File: src/rtl/ibex_efpga_if.sv
// Execute-stage CX responder: hands operands to the eFPGA fabric, waits out its latency, returns the result.
// Define IBEX_EFPGA_PERF_EN to build the busy-cycle and completed-op counters.
module ibex_efpga_if #(
  parameter int unsigned DELAY_W = 4
) (
  input  logic               clk,
  input  logic               rst_n,
  input  logic               en_i,
  input  logic               kill_i,
  input  logic [1:0]         operator_i,
  input  logic [31:0]        operand_a_i,
  input  logic [31:0]        operand_b_i,
  input  logic [DELAY_W-1:0] delay_i,
  input  logic [31:0]        result_a_i,
  input  logic [31:0]        result_b_i,
  input  logic [31:0]        result_c_i,
  output logic [31:0]        fabric_op_a_o,
  output logic [31:0]        fabric_op_b_o,
  output logic               fabric_start_o,
  output logic               ready_o,
  output logic [31:0]        endresult_o,
  output logic               illegal_o,
  output logic [31:0]        busy_cycles_o,
  output logic [31:0]        ops_done_o
);

  typedef enum logic {
    IDLE = 1'b0,
    BUSY = 1'b1
  } state_e;

  state_e             state_q, state_d;
  logic [DELAY_W-1:0] cnt_q, cnt_d;
  logic [1:0]         op_q, op_d;
  logic [31:0]        result_q, result_d;
  logic [1:0]         sel_op;
  logic [31:0]        mux_res;
  logic               live;

  assign fabric_op_a_o = operand_a_i;
  assign fabric_op_b_o = operand_b_i;
  assign live          = en_i & ~kill_i;

  always_ff @(posedge clk or negedge rst_n) begin
    if (!rst_n) begin
      state_q  <= IDLE;
      cnt_q    <= '0;
      op_q     <= 2'b00;
      result_q <= '0;
    end else begin
      state_q  <= state_d;
      cnt_q    <= cnt_d;
      op_q     <= op_d;
      result_q <= result_d;
    end
  end

  always_comb begin
    state_d = state_q;
    cnt_d   = cnt_q;
    op_d    = op_q;
    unique case (state_q)
      IDLE: begin
        if (live) begin
          op_d = operator_i;
          if (delay_i != '0) begin
            cnt_d   = delay_i - DELAY_W'(1);
            state_d = BUSY;
          end
        end
      end
      BUSY: begin
        if (!live) begin
          state_d = IDLE;
        end else if (cnt_q != '0) begin
          cnt_d = cnt_q - DELAY_W'(1);
        end else begin
          state_d = IDLE;
        end
      end
      default: state_d = IDLE;
    endcase
  end

  always_comb begin
    fabric_start_o = 1'b0;
    ready_o        = 1'b0;
    unique case (state_q)
      IDLE: begin
        fabric_start_o = live;
        ready_o        = live & (delay_i == '0);
      end
      BUSY: ready_o = live & (cnt_q == '0);
      default: ready_o = 1'b0;
    endcase
  end

  // a zero-latency op completes before op_q is written, so use the live type
  assign sel_op = (state_q == IDLE) ? operator_i : op_q;

  always_comb begin
    mux_res = '0;
    unique case (sel_op)
      2'b00:   mux_res = result_a_i;
      2'b01:   mux_res = result_b_i;
      2'b10:   mux_res = result_c_i;
      default: mux_res = '0;
    endcase
  end

  assign illegal_o   = ready_o & (sel_op == 2'b11);
  assign result_d    = ready_o ? mux_res : result_q;
  assign endresult_o = ready_o ? mux_res : result_q;

`ifdef IBEX_EFPGA_PERF_EN
  logic [31:0] busy_q, ops_q;

  always_ff @(posedge clk or negedge rst_n) begin
    if (!rst_n) begin
      busy_q <= '0;
      ops_q  <= '0;
    end else begin
      if (en_i && !ready_o) busy_q <= busy_q + 32'd1;
      if (ready_o)          ops_q  <= ops_q + 32'd1;
    end
  end

  assign busy_cycles_o = busy_q;
  assign ops_done_o    = ops_q;
`else
  assign busy_cycles_o = '0;
  assign ops_done_o    = '0;
`endif

endmodule

File: config.mk
export PLATFORM = sky130hd
export DESIGN_NAME = ibex_efpga_if
export DESIGN_NICKNAME = d
export VERILOG_FILES = /design/src/rtl/ibex_efpga_if.sv
export SDC_FILE = /design/constraint.sdc
export NUM_CORES = 1
export LEC_CHECK = 0
export ABC_AREA = 1
export CAP_MARGIN = 30
export CELL_PAD_IN_SITES_DETAIL_PLACEMENT = 2
export CELL_PAD_IN_SITES_GLOBAL_PLACEMENT = 2
export CORE_UTILIZATION = 13
export CTS_BUF_LIST = sky130_fd_sc_hd__clkbuf_4
export CTS_CLUSTER_SIZE = 20
export DETAILED_ROUTE_END_ITERATION = 8
export PLACE_DENSITY = 0.85
export SYNTH_ARGS = -nofsm -noshare
export SYNTH_HDL_FRONTEND = slang
export SYNTH_SLANG_ARGS = --single-unit
File: constraint.sdc
create_clock -name clk -period 1.45 [get_ports clk]
set_clock_uncertainty 0.15 [all_clocks]
set_input_delay 0.29 -clock clk [delete_from_list [all_inputs] [get_ports clk]]
set_output_delay 0.29 -clock clk [all_outputs]
set_load 0.05 [all_outputs]
==> summary.md, run 1 <==
| Metric | Value |
|---|---|
| Pin count of the biggest net entering global routing | `29` |
| Grt ovf | `0` |
| Worst IR drop on VDD | `0.550 mV` |
| Max-Cap Viols | `0` |
| Vias in the first global route | `4,236` |
| Routability congestion estimate from global placement | `0.719` |
| Pwr per Cell Area | `1160 nW/um^2` |
| Overall global routing resource usage | `12.4%` |
| Share of the clock period used by the worst path after layout | `176%` |
| Endpoint of the most critical register-to-register path | `cnt_q[2]` |
| TritonCTS clock tree | `built` |
| Clock edge transition at the registers on the reported setup and hold paths | `about 0.15 ns` |
| Buffers & Inverters on Critical Path | `5` |
| Kind of end point of the critical path | `output port` |
| Start-to-end type of the worst setup path | `flop to output port` |
| Worst-Skew Late Latency | `0.40 ns` |
| Number of warnings issued by yosys | `0` |
| Area of the multi-input gates | `2950 sq um` |
| Most used DFF post-synth | `dfrtp_1` |
| Clock net sink count | `39` |
| Library cell contributing the largest single delay on the critical path | `dfrtp_2` |
| Total Die Area | `27,500 sq um` |
| Crit path setup slack, layout | `-1.11 ns` |
| Total half-perimeter wirelength after legalization and detailed placement | `12.0 mm` |
| Starting density of the core | `between 10% and 20%` |
| Required time worst endpoint | `around 1 ns` |
| Worst path arrival time | `2.12 ns` |
| Wire length of the first global-routing pass | `25.4 mm` |
| Cell count after synthesis | `480` |
| Via count | `between 3,000 and 4,000` |
| Max Clock Freq | `391 MHz` |
| Peak per-stage delay on the critical path | `0.52 ns` |
| Core Area | `roughly 26,000 sq um` |
| Pre-antenna DRT Iters | `6` |
| RSZ-0062 raised after global routing | `yes` |
| H-tree levels | `2` |
| Worst-path fanout max | `8` |
| Leakage | `between 3 and 4 nW` |
| Count of input and output buffers | `140` |
| Violated checks | `DRC, setup timing` |
| Horizontal extent of the die | `166 um` |
| Startpoint Class | `flop` |
| Status | `finished with violations` |
| Sequential area share after synthesis | `approximately 28%` |
| Hold/Removal Path Class | `input pin to async pin` |
| Delay-heaviest family, CP | `buffers and inverters` |
| Final critical path time including I/O delays and setup | `~2.6 ns` |
| Hold Violations, Final | `0` |
| Row count | `between 50 and 60` |
| Y dimension of the die | `166 um` |
| Setup violators final | `73` |
| Routed wirelength normalized by instance count | `20.1 um` |
| Max Slew Vio Count | `0` |
| CTS Root Buffer Type | `clkbuf_4` |
| Number of ports placed on the die boundary | `about 330` |
| Cell variety after synth | `20` |
| Area growth from synthesis to layout | `113%` |
| Register-to-Register Setup Slack | `-0.67 ns` |
| CP cell instances | `buf_12 -> clkinv_8 -> nand2_4 -> nand2_4 -> buf_12 -> buf_12 -> nand3_4 -> nand3_4 -> nand2_8 -> nand2_8 -> buf_12` |
| Avg Synthesized Cell Area | `7.27 sq um` |
| DRC Markers | `42` |
| Count of flip-flops with a built-in enable after synthesis | `0` |
| Initial antenna violation count | `3` |
| Drt total wl | `a little under 20 mm` |
| Fraction of layout cells with a size suffix above 1 | `54.9%` |
| Routed vias/inst | `3.90` |
| Netlist Area Pre-Place | `3490 sq um` |
| Worst hold slack | `roughly 0.19 ns` |
| Flop and latch count out of synthesis | `39` |
| Total CTS buffers | `5` |
| Layout net count | `between 800 and 900` |
| Final-layout fill cell count | `2,845` |
| Final ANT Viol Nets | `0` |
| Fraction of registers with async set or reset after synthesis | `100%` |
| Worst reg-to-reg path cell count | `12` |
| Share of the core filled with cells in the final layout | `28.4%` |
| Clock tree buffer depth | `2` |
| FF/Latch Area | `977 sq um` |
| Count of routing violations after the opening detailed-route iteration | `112` |
| Beginning of the worst register-to-register path | `state_q` |
| Most numerous cell on the critical path | `buf_12` |
==> layout by cell type, fill, tap and decap left out <==
| cell | n |
|---|---|
| clkinv_8 | 2 |
| nor2_2 | 1 |
| clkbuf_16 | 7 |
| nand2_8 | 17 |
| inv_1 | 8 |
| nor2_1 | 5 |
| dfrtp_2 | 1 |
| nand2_1 | 33 |
| clkinvlp_4 | 1 |
| nand3_4 | 23 |
| buf_6 | 29 |
| buf_16 | 3 |
| nand2_2 | 25 |
| o21ai_4 | 2 |
| or2_2 | 1 |
| o21ai_0 | 1 |
| xnor2_2 | 1 |
| nor2_4 | 2 |
| o21ai_2 | 2 |
| nor3_4 | 1 |
| nand2_4 | 49 |
| conb_1 | 64 |
| buf_12 | 50 |
| dfrtp_1 | 38 |
| o21ai_1 | 2 |
| diode_2 | 4 |
| ha_4 | 1 |
| clkdlybuf4s50_1 | 104 |
| buf_8 | 3 |
| dlygate4sd3_1 | 1 |
| nand3_1 | 29 |
| clkinv_2 | 1 |
| clkbuf_4 | 7 |
| buf_2 | 1 |
| nand3_2 | 81 |
| buf_4 | 36 |
==> cells in the mapped netlist, types with 7 or more instances <==
cell type  count  area share [%]
buf_4        128              28
o21ai_0        7             1.0
inv_1          9            0.97
nand3_1      132              19
buf_2         11             1.6
nand2_2        7             1.3
dfrtp_1       39              28
nor2_1         7            0.75
buf_6         16             5.2
nand2_1      114              12
==> power by group <==
part           total [W]  switching [W]  internal, W
clock           0.000686       0.000459     0.000227
combinational    0.00633        0.00351      0.00282
sequential       0.00160       0.000154      0.00144
==> sequential cells by signal (all words and copies together), names as in the netlist <==
name	flops
cnt_q	4
result_q	32
op_q	2
state_q	1
==> what timing repair did <==
action,CTS,global route
endpoints found under the hold margin,39,0
resized for setup,86,120
pin swaps,34,30
setup endpoints to repair,74,74
buffers inserted,26,19
hold buffers,1,0
gates cloned,3,11
==> metal layers <==
layer | vias to the layer above | GRT usage (%) | wire, um
met3 | 71 | 2.48 | 1000
met1 | 1858 | 12.7 | 7070
met4 | 0 | 6.95 | 855
li1 | 1685 | - | -
met2 | 170 | 23.4 | 10600
met5 | - | 0 | 0
==> cell type report <==
type / instances / area share (%)
clock buffer: 7 / 0.706
clock inverter: 1 / 0.0673
multi-input combinational: 340 / 39.6
inverter: 11 / 0.942
antenna: 4 / 0.135
tap: 335 / 5.63
sequential: 39 / 13.1
timing repair buffer: 234 / 39.7
==> cells by family after synthesis <==
logic type               Yosys count  synth area share, %
other                              1                0.108
AND/OR/NAND/NOR                  265                 34.6
adder cells (fa/ha/maj)            1                0.359
flip-flops                        39                 28.0
XOR/XNOR                           1                0.251
AO/OA/AOI/OAI                      7                 1.00
buffers and inverters            166                 35.7
==> worst max-delay path by stage <==
stage	startpoint	end	slack, ns	depth (start not counted)
3_5_place_dp	delay_i[2]	endresult_o[22]	-0.85	9
6_report	state_q	endresult_o[24]	-1.11	11
3_3_place_gp	delay_i[3]	endresult_o[26]	-0.81	9
4_1_cts	state_q	endresult_o[23]	-1.11	11
5_1_grt	state_q	endresult_o[17]	-1.20	10
2_1_floorplan	state_q	illegal_o	-0.42	7
==> per-stage QoR <==
| step | setup TNS (ns) | setup slack, ns | std cells | power, W | area (sq um) |
|---|---|---|---|---|---|
| floorplan | -13.70 | -0.418 | 543 | 0.00514 | 4420 |
| global placement | -43.49 | -0.808 | 911 | 0.00689 | 5860 |
| detailed placement | -46.57 | -0.854 | 911 | 0.00701 | 5860 |
| CTS | -50.45 | -1.11 | 948 | 0.00810 | 6550 |
| global route | -56.86 | -1.20 | 969 | 0.00902 | 7430 |
| finish | -50.76 | -1.11 | 971 | 0.00862 | 7440 |
Power figures use the tool's default switching activity.
==> run 2, diff against run 1 <==
--- a/config.mk
+++ b/config.mk
@@ -13,7 +13,8 @@
 export CTS_BUF_LIST = sky130_fd_sc_hd__clkbuf_4
 export CTS_CLUSTER_SIZE = 20
 export DETAILED_ROUTE_END_ITERATION = 8
-export PLACE_DENSITY = 0.85
+export PLACE_DENSITY_LB_ADDON = 0.1
+export SLEW_MARGIN = 15
 export SYNTH_ARGS = -nofsm -noshare
 export SYNTH_HDL_FRONTEND = slang
 export SYNTH_SLANG_ARGS = --single-unit
==> summary.md, run 2 (synthesis gave the netlist of run 1 again) <==
| Metric | Value |
|---|---|
| Layout net count | `760` |
| Area growth from synthesis to layout | `85.6%` |
| Hold Violations, Final | `0` |
| Count of routing violations after the opening detailed-route iteration | `102` |
| CTS Root Buffer Type | `clkbuf_4` |
| Max reg flops | `32` |
| Row count | `59` |
| Worst-Skew Late Latency | `0.39 ns` |
| Pwr per Cell Area | `1210 nW/um^2` |
| Startpoint Class | `flop` |
| Worst path arrival time | `around 2.0 ns` |
| Share of the clock period used by the worst path after layout | `166%` |
| TritonCTS clock tree | `built` |
| Via count | `3,460` |
| Count of input and output buffers | `140` |
| Overall global routing resource usage | `11.6%` |
| Setup violators final | `71` |
| Clock edge transition at the registers on the reported setup and hold paths | `0.14 ns` |
| Starting density of the core | `about an eighth` |
| Max Slew Vio Count | `0` |
| Final ANT Viol Nets | `0` |
| Fraction of layout cells with a size suffix above 1 | `45.3%` |
| RSZ-0062 raised after global routing | `yes` |
| Regs by FF count | `result_q x32, cnt_q x4, op_q x2` |
| Crit path setup slack, layout | `-0.961 ns` |
| DRC Markers | `46` |
| Start-to-end type of the worst setup path | `flop to output port` |
| Clock net sink count | `39` |
| Most common cell after layout, fill and taps aside | `clkdlybuf4s50_1` |
| Y dimension of the die | `166 um` |
| Violated checks | `DRC, setup timing` |
| Horizontal extent of the die | `approximately 170 um` |
| Drt total wl | `16.0 mm` |
| Final critical path time including I/O delays and setup | `~2.4 ns` |
| Worst-path fanout max | `8` |
| Pre-antenna DRT Iters | `8` |
| Pin count of the biggest net entering global routing | `40` |
| Total CTS buffers | `5` |
| Vias in the first global route | `3,810` |
| Wire length of the first global-routing pass | `24.0 mm` |
| Tot Pwr | `0.00783 W` |
| Initial antenna violation count | `2` |
| Number of ports placed on the die boundary | `333` |
| Hold/Removal Path Class | `input pin to async pin` |
| Routed vias/inst | `~3.7` |
| Kind of end point of the critical path | `output port` |
| Routability congestion estimate from global placement | `0.715` |
| Max-Cap Viols | `0` |
| Total half-perimeter wirelength after legalization and detailed placement | `11.7 mm` |
| Top register by number of flip-flops | `result_q` |
| Status | `finished with violations` |
| Most used cells in the layout excluding fill and tap cells | `clkdlybuf4s50_1, nand3_2, conb_1, nand3_1, buf_12` |
| Final-layout fill cell count | `2,928` |
| Grt ovf | `0` |
| Core Area | `26,200 sq um` |
| H-tree levels | `2` |
| Routed wirelength normalized by instance count | `17.3 um` |
| Max Clock Freq | `between 400 and 500 MHz` |
| Worst IR drop on VDD | `0.458 mV` |
| Total Die Area | `27,500 sq um` |
| Leakage | `2.84 nW` |
| Required time worst endpoint | `1.01 ns` |
| Worst slack at placement | `-0.859 ns` |
| Clock tree buffer depth | `2` |
==> run 2: changes by cell type in the layout (fill, tap and decap cells not counted), sizes merged <==
cell	previous run	this run
buf	122	86
clkbuf	14	9
diode	4	2
nand2	124	122
clkinv	3	4
==> run 2: final cells by class <==
type	instances	area [sq um]	area share, %
Sequential cell	39	977	15.1
Clock buffer	6	45.0	0.696
Timing Repair Buffer	194	2450	37.9
Clock inverter	2	7.51	0.116
Multi-Input combinational cell	338	2510	38.7
Antenna cell	2	5.00	0.0773
Tap cell	335	419	6.47
Inverter	11	62.6	0.966
==> run 2: final timing paths <==
| kind | startpoint | to | slack, ns | depth (start not counted) |
|---|---|---|---|---|
| max | state_q | endresult_o[1] | -0.96 | 9 |
| min | rst_n | result_q[7] | 0.26 | 3 |
| max reg2reg | state_q | cnt_q[2] | -0.38 | 8 |
| min reg2reg | result_q[17] | result_q[17] | 0.38 | 2 |
| max in group asynchronous | rst_n | result_q[17] | 0.66 | 3 |
| min in group clk | result_q[17] | result_q[17] | 0.38 | 2 |
==> run 2: power by group <==
part / total (W) / switching [W] / internal (W)
registers: 0.00155 / 0.000112 / 0.00144
logic: 0.00565 / 0.00320 / 0.00245
clock network: 0.000627 / 0.000428 / 0.000199
==> run 2: stage by stage <==
step	utilization, %	area (sq um)	std cells	TNS, ns	hold slack (ns)
2_1_floorplan	-	4420	543	-13.70	-0.156
3_3_place_gp	22.1	5790	903	-46.85	0.151
3_5_place_dp	22.1	5790	903	-47.28	0.146
4_1_cts	23.7	6220	922	-44.96	0.232
5_1_grt	24.7	6470	926	-49.34	0.234
6_report	24.7	6470	927	-40.95	0.255
==> run 2: critical path, cell delays in order (launching register included) <==
cell and delay (ns):
dfrtp_2 0.53, clkinv_4 0.13, nand2_4 0.10, nand2_8 0.12
buf_12 0.17, nand3_1 0.09, nand3_2 0.12, nand2_2 0.11
nand2_4 0.06, buf_12 0.14
==> run 2: repair_timing <==
item | CTS | global route
setup buffers | 7 | 2
hold buffers | 1 | 0
endpoints found under the setup margin | 74 | 73
cloned | 4 | 4
endpoints found under the hold margin | 39 | 0
pin swaps | 14 | 13
gates resized for setup | 52 | 49
==> run 2: routing by layer <==
metal | part of all wire (%) | routed length [um] | track usage (%)
met1 | 40 | 6450 | 13.8
met2 | 52 | 8340 | 20.7
met3 | 5.9 | 944 | 2.43
met4 | 1.5 | 240 | 3.70
met5 | 0.075 | 12 | 0
